File: src/rtl/digit_frame_sequencer.sv
// rtl/digit_frame_sequencer.sv - frame-synchronous M:SS / score digit sequencer for the VGA sprite overlay
//
// Samples the scores and remaining seconds once per frame on the rising edge
// of screenEnd. Seconds are converted to M:SS by repeated subtraction. All
// digits are clamped to the sprite range and committed on one clock edge, so
// a frame never shows a mix of old and new digits.
//
// Optional feature macro: DIGIT_BLINK_EN (time-digit blink when time is low).
//
// Ports:
//   clk          in   100 MHz system clock
//   reset_n      in   asynchronous active-low reset
//   screenEnd    in   frame-boundary level from the timing generator
//   freeze       in   hold the current display, skip captures
//   score1_in    in   player 1 score, binary
//   score2_in    in   player 2 score, binary
//   time_sec_in  in   remaining seconds, binary
//   score1/2     out  clamped score sprite indices
//   time1/2/3    out  minutes / tens of seconds / ones of seconds
//   busy         out  conversion in progress
//   frame_tick   out  one-cycle pulse on the edge that commits the digits
//   overrun      out  sticky: a frame edge arrived while busy
//   time_blank   out  blank the time digits (blink build only, else 0)

module digit_frame_sequencer #(
    parameter int unsigned MAX_DIGIT    = 9,
    parameter int unsigned SEC_PER_MIN  = 60,
    parameter int unsigned BLINK_THRESH = 10,
    parameter int unsigned BLINK_HALF   = 16
) (
    input  logic        clk,
    input  logic        reset_n,
    input  logic        screenEnd,
    input  logic        freeze,
    input  logic [31:0] score1_in,
    input  logic [31:0] score2_in,
    input  logic [31:0] time_sec_in,
    output logic [31:0] score1,
    output logic [31:0] score2,
    output logic [31:0] time1,
    output logic [31:0] time2,
    output logic [31:0] time3,
    output logic        busy,
    output logic        frame_tick,
    output logic        overrun,
    output logic        time_blank
);

    localparam logic [2:0] S_IDLE    = 3'd0;
    localparam logic [2:0] S_CAPTURE = 3'd1;
    localparam logic [2:0] S_MIN     = 3'd2;
    localparam logic [2:0] S_TEN     = 3'd3;
    localparam logic [2:0] S_COMMIT  = 3'd4;

    localparam logic [31:0] C_MAX       = 32'(MAX_DIGIT);
    localparam logic [31:0] C_SPM       = 32'(SEC_PER_MIN);
    localparam logic [31:0] C_SAT_LIMIT = 32'((MAX_DIGIT + 1) * SEC_PER_MIN);
    localparam logic [31:0] C_SAT_VALUE = 32'(MAX_DIGIT * SEC_PER_MIN + 59);

    logic [2:0]  r_state;
    logic        r_se_d;
    logic        r_armed;
    logic [31:0] r_shadow1;
    logic [31:0] r_shadow2;
    logic [31:0] r_rem;
    logic [31:0] r_m;
    logic [31:0] r_t;
    logic [31:0] r_score1;
    logic [31:0] r_score2;
    logic [31:0] r_time1;
    logic [31:0] r_time2;
    logic [31:0] r_time3;
    logic        r_frame_tick;
    logic        r_overrun;
    logic        w_start;

    // r_armed is low only in the first cycle after reset. If screenEnd is
    // already high at release, r_se_d picks it up in that cycle and the
    // stale level never looks like a rising edge.
    assign w_start = screenEnd & ~r_se_d & r_armed;

    always_ff @(posedge clk or negedge reset_n) begin
        if (!reset_n) begin
            r_state      <= S_IDLE;
            r_se_d       <= 1'b0;
            r_armed      <= 1'b0;
            r_shadow1    <= '0;
            r_shadow2    <= '0;
            r_rem        <= '0;
            r_m          <= '0;
            r_t          <= '0;
            r_score1     <= '0;
            r_score2     <= '0;
            r_time1      <= '0;
            r_time2      <= '0;
            r_time3      <= '0;
            r_frame_tick <= 1'b0;
            r_overrun    <= 1'b0;
        end else begin
            r_se_d       <= screenEnd;
            r_armed      <= 1'b1;
            r_frame_tick <= 1'b0;

            // A frame edge while a conversion is running is dropped and flagged.
            if (w_start && (r_state != S_IDLE)) begin
                r_overrun <= 1'b1;
            end

            case (r_state)
                S_IDLE: begin
                    if (w_start && !freeze) begin
                        r_state <= S_CAPTURE;
                    end
                end
                S_CAPTURE: begin
                    r_shadow1 <= score1_in;
                    r_shadow2 <= score2_in;
                    r_rem     <= (time_sec_in >= C_SAT_LIMIT) ? C_SAT_VALUE : time_sec_in;
                    r_m       <= '0;
                    r_t       <= '0;
                    r_state   <= S_MIN;
                end
                S_MIN: begin
                    if (r_rem >= C_SPM) begin
                        r_rem <= r_rem - C_SPM;
                        r_m   <= r_m + 32'd1;
                    end else begin
                        r_state <= S_TEN;
                    end
                end
                S_TEN: begin
                    if (r_rem >= 32'd10) begin
                        r_rem <= r_rem - 32'd10;
                        r_t   <= r_t + 32'd1;
                    end else begin
                        r_state <= S_COMMIT;
                    end
                end
                S_COMMIT: begin
                    r_time1      <= r_m;
                    r_time2      <= r_t;
                    r_time3      <= r_rem;
                    r_score1     <= (r_shadow1 > C_MAX) ? C_MAX : r_shadow1;
                    r_score2     <= (r_shadow2 > C_MAX) ? C_MAX : r_shadow2;
                    r_frame_tick <= 1'b1;
                    r_state      <= S_IDLE;
                end
                default: begin
                    r_state <= S_IDLE;
                end
            endcase
        end
    end

    assign score1     = r_score1;
    assign score2     = r_score2;
    assign time1      = r_time1;
    assign time2      = r_time2;
    assign time3      = r_time3;
    assign busy       = (r_state != S_IDLE);
    assign frame_tick = r_frame_tick;
    assign overrun    = r_overrun;

`ifdef DIGIT_BLINK_EN
    localparam int BLINK_BIT = $clog2(BLINK_HALF);

    logic [15:0] r_frame_cnt;
    logic        r_time_blank;
    logic [31:0] w_secs;

    // Seconds actually being committed (after the 9:59 clamp).
    assign w_secs = (r_m * C_SPM) + (r_t * 32'd10) + r_rem;

    always_ff @(posedge clk or negedge reset_n) begin
        if (!reset_n) begin
            r_frame_cnt  <= '0;
            r_time_blank <= 1'b0;
        end else begin
            if (r_frame_tick) begin
                r_frame_cnt <= r_frame_cnt + 16'd1;
            end
            if (r_state == S_COMMIT) begin
                r_time_blank <= (w_secs <= 32'(BLINK_THRESH)) & r_frame_cnt[BLINK_BIT];
            end
        end
    end

    assign time_blank = r_time_blank;
`else
    logic w_unused_blink_params;
    assign w_unused_blink_params = ^{32'(BLINK_THRESH), 32'(BLINK_HALF)};
    assign time_blank = 1'b0;
`endif

endmodule

File: config.mk
export PLATFORM = sky130hd
export DESIGN_NAME = digit_frame_sequencer
export DESIGN_NICKNAME = d
export VERILOG_FILES = /design/src/rtl/digit_frame_sequencer.sv
export SDC_FILE = /design/constraint.sdc
export NUM_CORES = 1
export LEC_CHECK = 0
export BUFFER_PORTS_ARGS = -buffer_cell sky130_fd_sc_hd__buf_2
export CAP_MARGIN = 20
export CORE_ASPECT_RATIO = 0.75
export CORE_UTILIZATION = 25
export CTS_BUF_LIST = sky130_fd_sc_hd__clkbuf_4
export DETAILED_ROUTE_END_ITERATION = 10
export SLEW_MARGIN = 0
export SYNTH_ARGS = -nofsm -noshare
export SYNTH_HDL_FRONTEND = slang
export SYNTH_SLANG_ARGS = --single-unit
File: constraint.sdc
create_clock -name clk -period 2.42 [get_ports clk]
set_input_delay 0.484 -clock clk [delete_from_list [all_inputs] [get_ports clk]]
set_output_delay 0.484 -clock clk [all_outputs]
set_load 0.005 [all_outputs]
==> impl_summary.log <==
[metrics] measured slew at the worst slew-check pin: 0.7636 ns
[metrics] nature of the critical path endpoint: register
[metrics] Final Hold Violating Endpoints: 0
[metrics] clock tree from TritonCTS: done
[metrics] outcome: finished with violations
[metrics] total internal power: 12160 uW
[metrics] antenna violations before repair: 2
[metrics] number of failing setup endpoints in the final timing report: 79
[metrics] post-synthesis instance area: 0.01415 mm^2
[metrics] maximum buffer depth of the clock tree: 3
[metrics] launch point of the critical path: r_rem[1]
[metrics] crit path time final: 2.808 ns
[metrics] flip-flop and latch count after synthesis: 327
[metrics] Clock Power Share: 27.4%
[metrics] proportion of power drawn by combinational gates: 35.6%
[metrics] area of the core: 0.05593 mm^2
[metrics] final worst path period share: 116.0%
[metrics] gate count of the mapped netlist: 1509
[metrics] syn nets: 1615
[metrics] Total Power: 19070 uW
[metrics] die boundary height: 208.0 um
[metrics] Worst Slack Setup Final: -0.3879 ns
[metrics] Worst Path Class, Setup: reg -> reg
[metrics] placer congestion estimate: 0.8723
[metrics] number of H-tree levels: 3
[metrics] fraction of power spent switching nets: 36.24%
[metrics] share of async-settable or async-resettable flops after synthesis: 100.0%
[metrics] CTS sink cnt: 327
[metrics] number of placement rows: 75
[metrics] setup repair after global routing missed its margin: true
[metrics] Setup Slack @ Placement: -0.3618 ns
[metrics] Post-synth top cells: sky130_fd_sc_hd__nand2_1 (521), sky130_fd_sc_hd__dfrtp_1 (327), sky130_fd_sc_hd__clkbuf_1 (65)
[metrics] violations in the final reports: setup timing
[metrics] remaining antenna violation count after routing: 0
[metrics] register share of total power: 37.1%
[metrics] total of warnings raised by yosys: 0
[metrics] biggest fanout along the worst timing path: 7
[metrics] path depth of the worst reg2reg path: 8
[metrics] Horiz. Die Dim: 276.7 um
[metrics] number of filler cells placed in the layout: 5696
[metrics] sequential-to-total area share from yosys stat: 57.85%
[metrics] Crit path arrival time: 3.54 ns
[metrics] clock latency on the worst-skew pair: 0.86 ns
[metrics] via count of the first global-routing pass: 13310
[metrics] number of primary I/O pins: 264
[metrics] startpoint of the worst hold path: time_sec_in[5]
[metrics] pwr dens: 943.1 mW/mm^2
[metrics] worst flop-to-flop path startpoint: r_rem[1]
[metrics] P_leak: 0.01022 uW
[metrics] number of max-slew violations in the final report: 0
[metrics] number of search-and-repair iterations in the first detailed-routing pass: 5
[metrics] Worst Path Required: 3.15 ns
[metrics] mean instance size in the synthesized netlist: 9.374 um^2
[metrics] floorplan die area: 0.05755 mm^2
[metrics] fraction of final layout cells sized beyond drive strength 1: 32.02%
[metrics] signed area change from the synthesized netlist to the final layout: 42.97%
[metrics] Distinct cells, synth: 73
[metrics] Initial Utilization: 25.29%
[metrics] Max Clk Rate: 0.3561 GHz
[metrics] average wire per cell in the routed design: 16.27 um
[metrics] sort of element at the start of the critical path: register
[metrics] top cells by area in the synthesized netlist: sky130_fd_sc_hd__dfrtp_1 (58%), sky130_fd_sc_hd__nand2_1 (14%), sky130_fd_sc_hd__and2_1 (2.5%), sky130_fd_sc_hd__o21ai_0 (2.2%), sky130_fd_sc_hd__clkbuf_1 (1.7%)
[metrics] wire length reported by the detailed router: 46240 um
[metrics] first-pass GRT wire length: 73070 um
[metrics] CTS Buf Count: 92
[metrics] pin count of the biggest net entering global routing: 169
[metrics] post-route setup TNS: -17.70 ns
[metrics] initial DRC count: 826
[metrics] clock-pin slew on the worst setup and hold paths: 0.06 ns
[metrics] clock tree root driver cell: sky130_fd_sc_hd__clkbuf_4
[metrics] top-area cell type share of the netlist area: 57.85%
[metrics] Port-buffer cells: 262
[metrics] Hold/Removal Path Class: in -> reg
[metrics] post-detailed-route via-to-cell ratio: 4.681
[metrics] Synth Flop Type: sky130_fd_sc_hd__dfrtp_1
[metrics] worst slew margin relative to its limit: 49.09%
[metrics] cell type with the highest aggregate area in the netlist: sky130_fd_sc_hd__dfrtp_1
[metrics] HPWL Detailed: 30310 um
[metrics] routed vias: 13302
[metrics] number of enable-type register cells in the synthesized netlist: 0
[metrics] Worst VDD drop: 0.3976 mV
[metrics] worst clock skew on the final layout: 0.06702 ns
[metrics] DRC Markers: 0
[metrics] hold depth: 3
[metrics] Net count, final: 2142
[metrics] grt total ovfl: 0
[metrics] global router's overall resource usage: 15.92%
[metrics] count of max-cap constraint violations: 0
[metrics] net switching power: 6913 uW
[metrics] most used standard cell by instance count after synthesis: sky130_fd_sc_hd__nand2_1
[through the flow]
step	util (%)	hold slack (ns)	instances	cell area (um^2)
after global placement	30.85	0.4528	2556	17260
after detailed placement	30.85	0.4569	2556	17260
after global routing	36.16	0.05189	2842	20220
after CTS	35.08	0.01816	2820	19620
final	36.16	0.08610	2842	20220
after floorplan	-	0.1884	1509	14210
[worst paths after layout]
kind | end | slack [ns]
worst max-delay path | r_m[7] | -0.39
worst min-delay path | r_rem[5] | 0.09
worst max register to register | r_m[7] | -0.39
worst min register to register | time2[26] | 0.47
max in group asynchronous | score1[24] | 1.36
min in group asynchronous | time3[15] | 0.26
[critical path, stage by stage (launching register included)]
cell                      delay, ns
sky130_fd_sc_hd__dfrtp_1       0.39
sky130_fd_sc_hd__inv_2         0.06
sky130_fd_sc_hd__ha_1          0.14
sky130_fd_sc_hd__nand4_1       0.08
sky130_fd_sc_hd__or4_1         0.41
sky130_fd_sc_hd__or4_4         0.66
sky130_fd_sc_hd__a21o_4        0.28
sky130_fd_sc_hd__or4_1         0.51
sky130_fd_sc_hd__a21oi_1       0.14
[timing repair]
| action | 4_1_cts | 5_1_grt |
|---|---|---|
| hold buffers | 75 | 0 |
| pin swaps | 19 | 58 |
| endpoints found under the setup margin | 83 | 87 |
| hold endpoints to repair | 140 | 0 |
| cloned | 6 | 1 |
| resized for setup | 55 | 98 |
| setup buffers | 17 | 18 |
[power groups by stage]
stage / clock (uW) / combinational [uW] / sequential [uW]
5_1_grt: 5740 / 7360 / 7170
3_3_place_gp: 0 / 5220 / 7090
2_1_floorplan: 0 / 2880 / 7090
3_5_place_dp: 0 / 5320 / 7120
6_report: 5220 / 6780 / 7070
4_1_cts: 5450 / 6020 / 7040
[kinds of logic after synthesis]
logic type	after synthesis	synth area share (%)
other cells	2	0.05309
buf+inv	102	3.025
fa+ha+maj	6	0.5307
mux	6	0.4334
simple gates	827	26.63
flops	327	57.85
xor+xnor	28	1.734
compound gates	211	9.747
[cell type report]
class,instances,area [um^2],share of cell area (%)
clock buffers,134,1006,4.974
repair buffers,512,3737,18.48
inverters,19,72.57,0.3588
well taps,731,914.6,4.522
flip-flops and latches,327,8184,40.47
clock inverters,32,187.7,0.9280
multi-input cells,1084,6115,30.23
diodes,3,7.507,0.03712
[routing by layer]
metal / global-route usage [%] / wire, um / vias up
li1: - / - / 6263
met1: 21.22 / 20540 / 6527
met2: 24.24 / 21090 / 404
met3: 4.705 / 3185 / 108
met4: 6.188 / 1429 / 0
met5: 0 / 0 / -
[cell usage in the layout (no fill, tap or decap), drive strengths merged, types with 18 or more instances in the layout]
cell type,count
clkbuf,135
clkinv,29
inv,20
dlygate4sd3,75
or3,26
buf,436
a21oi,47
dfrtp,327
xnor2,21
nand2,521
or4,18
nor2,54
nand4,31
nand3,31
o21ai,70
and2,57
nor4,30
nor3,27
Note: power is estimated with default switching activity, not from simulation.
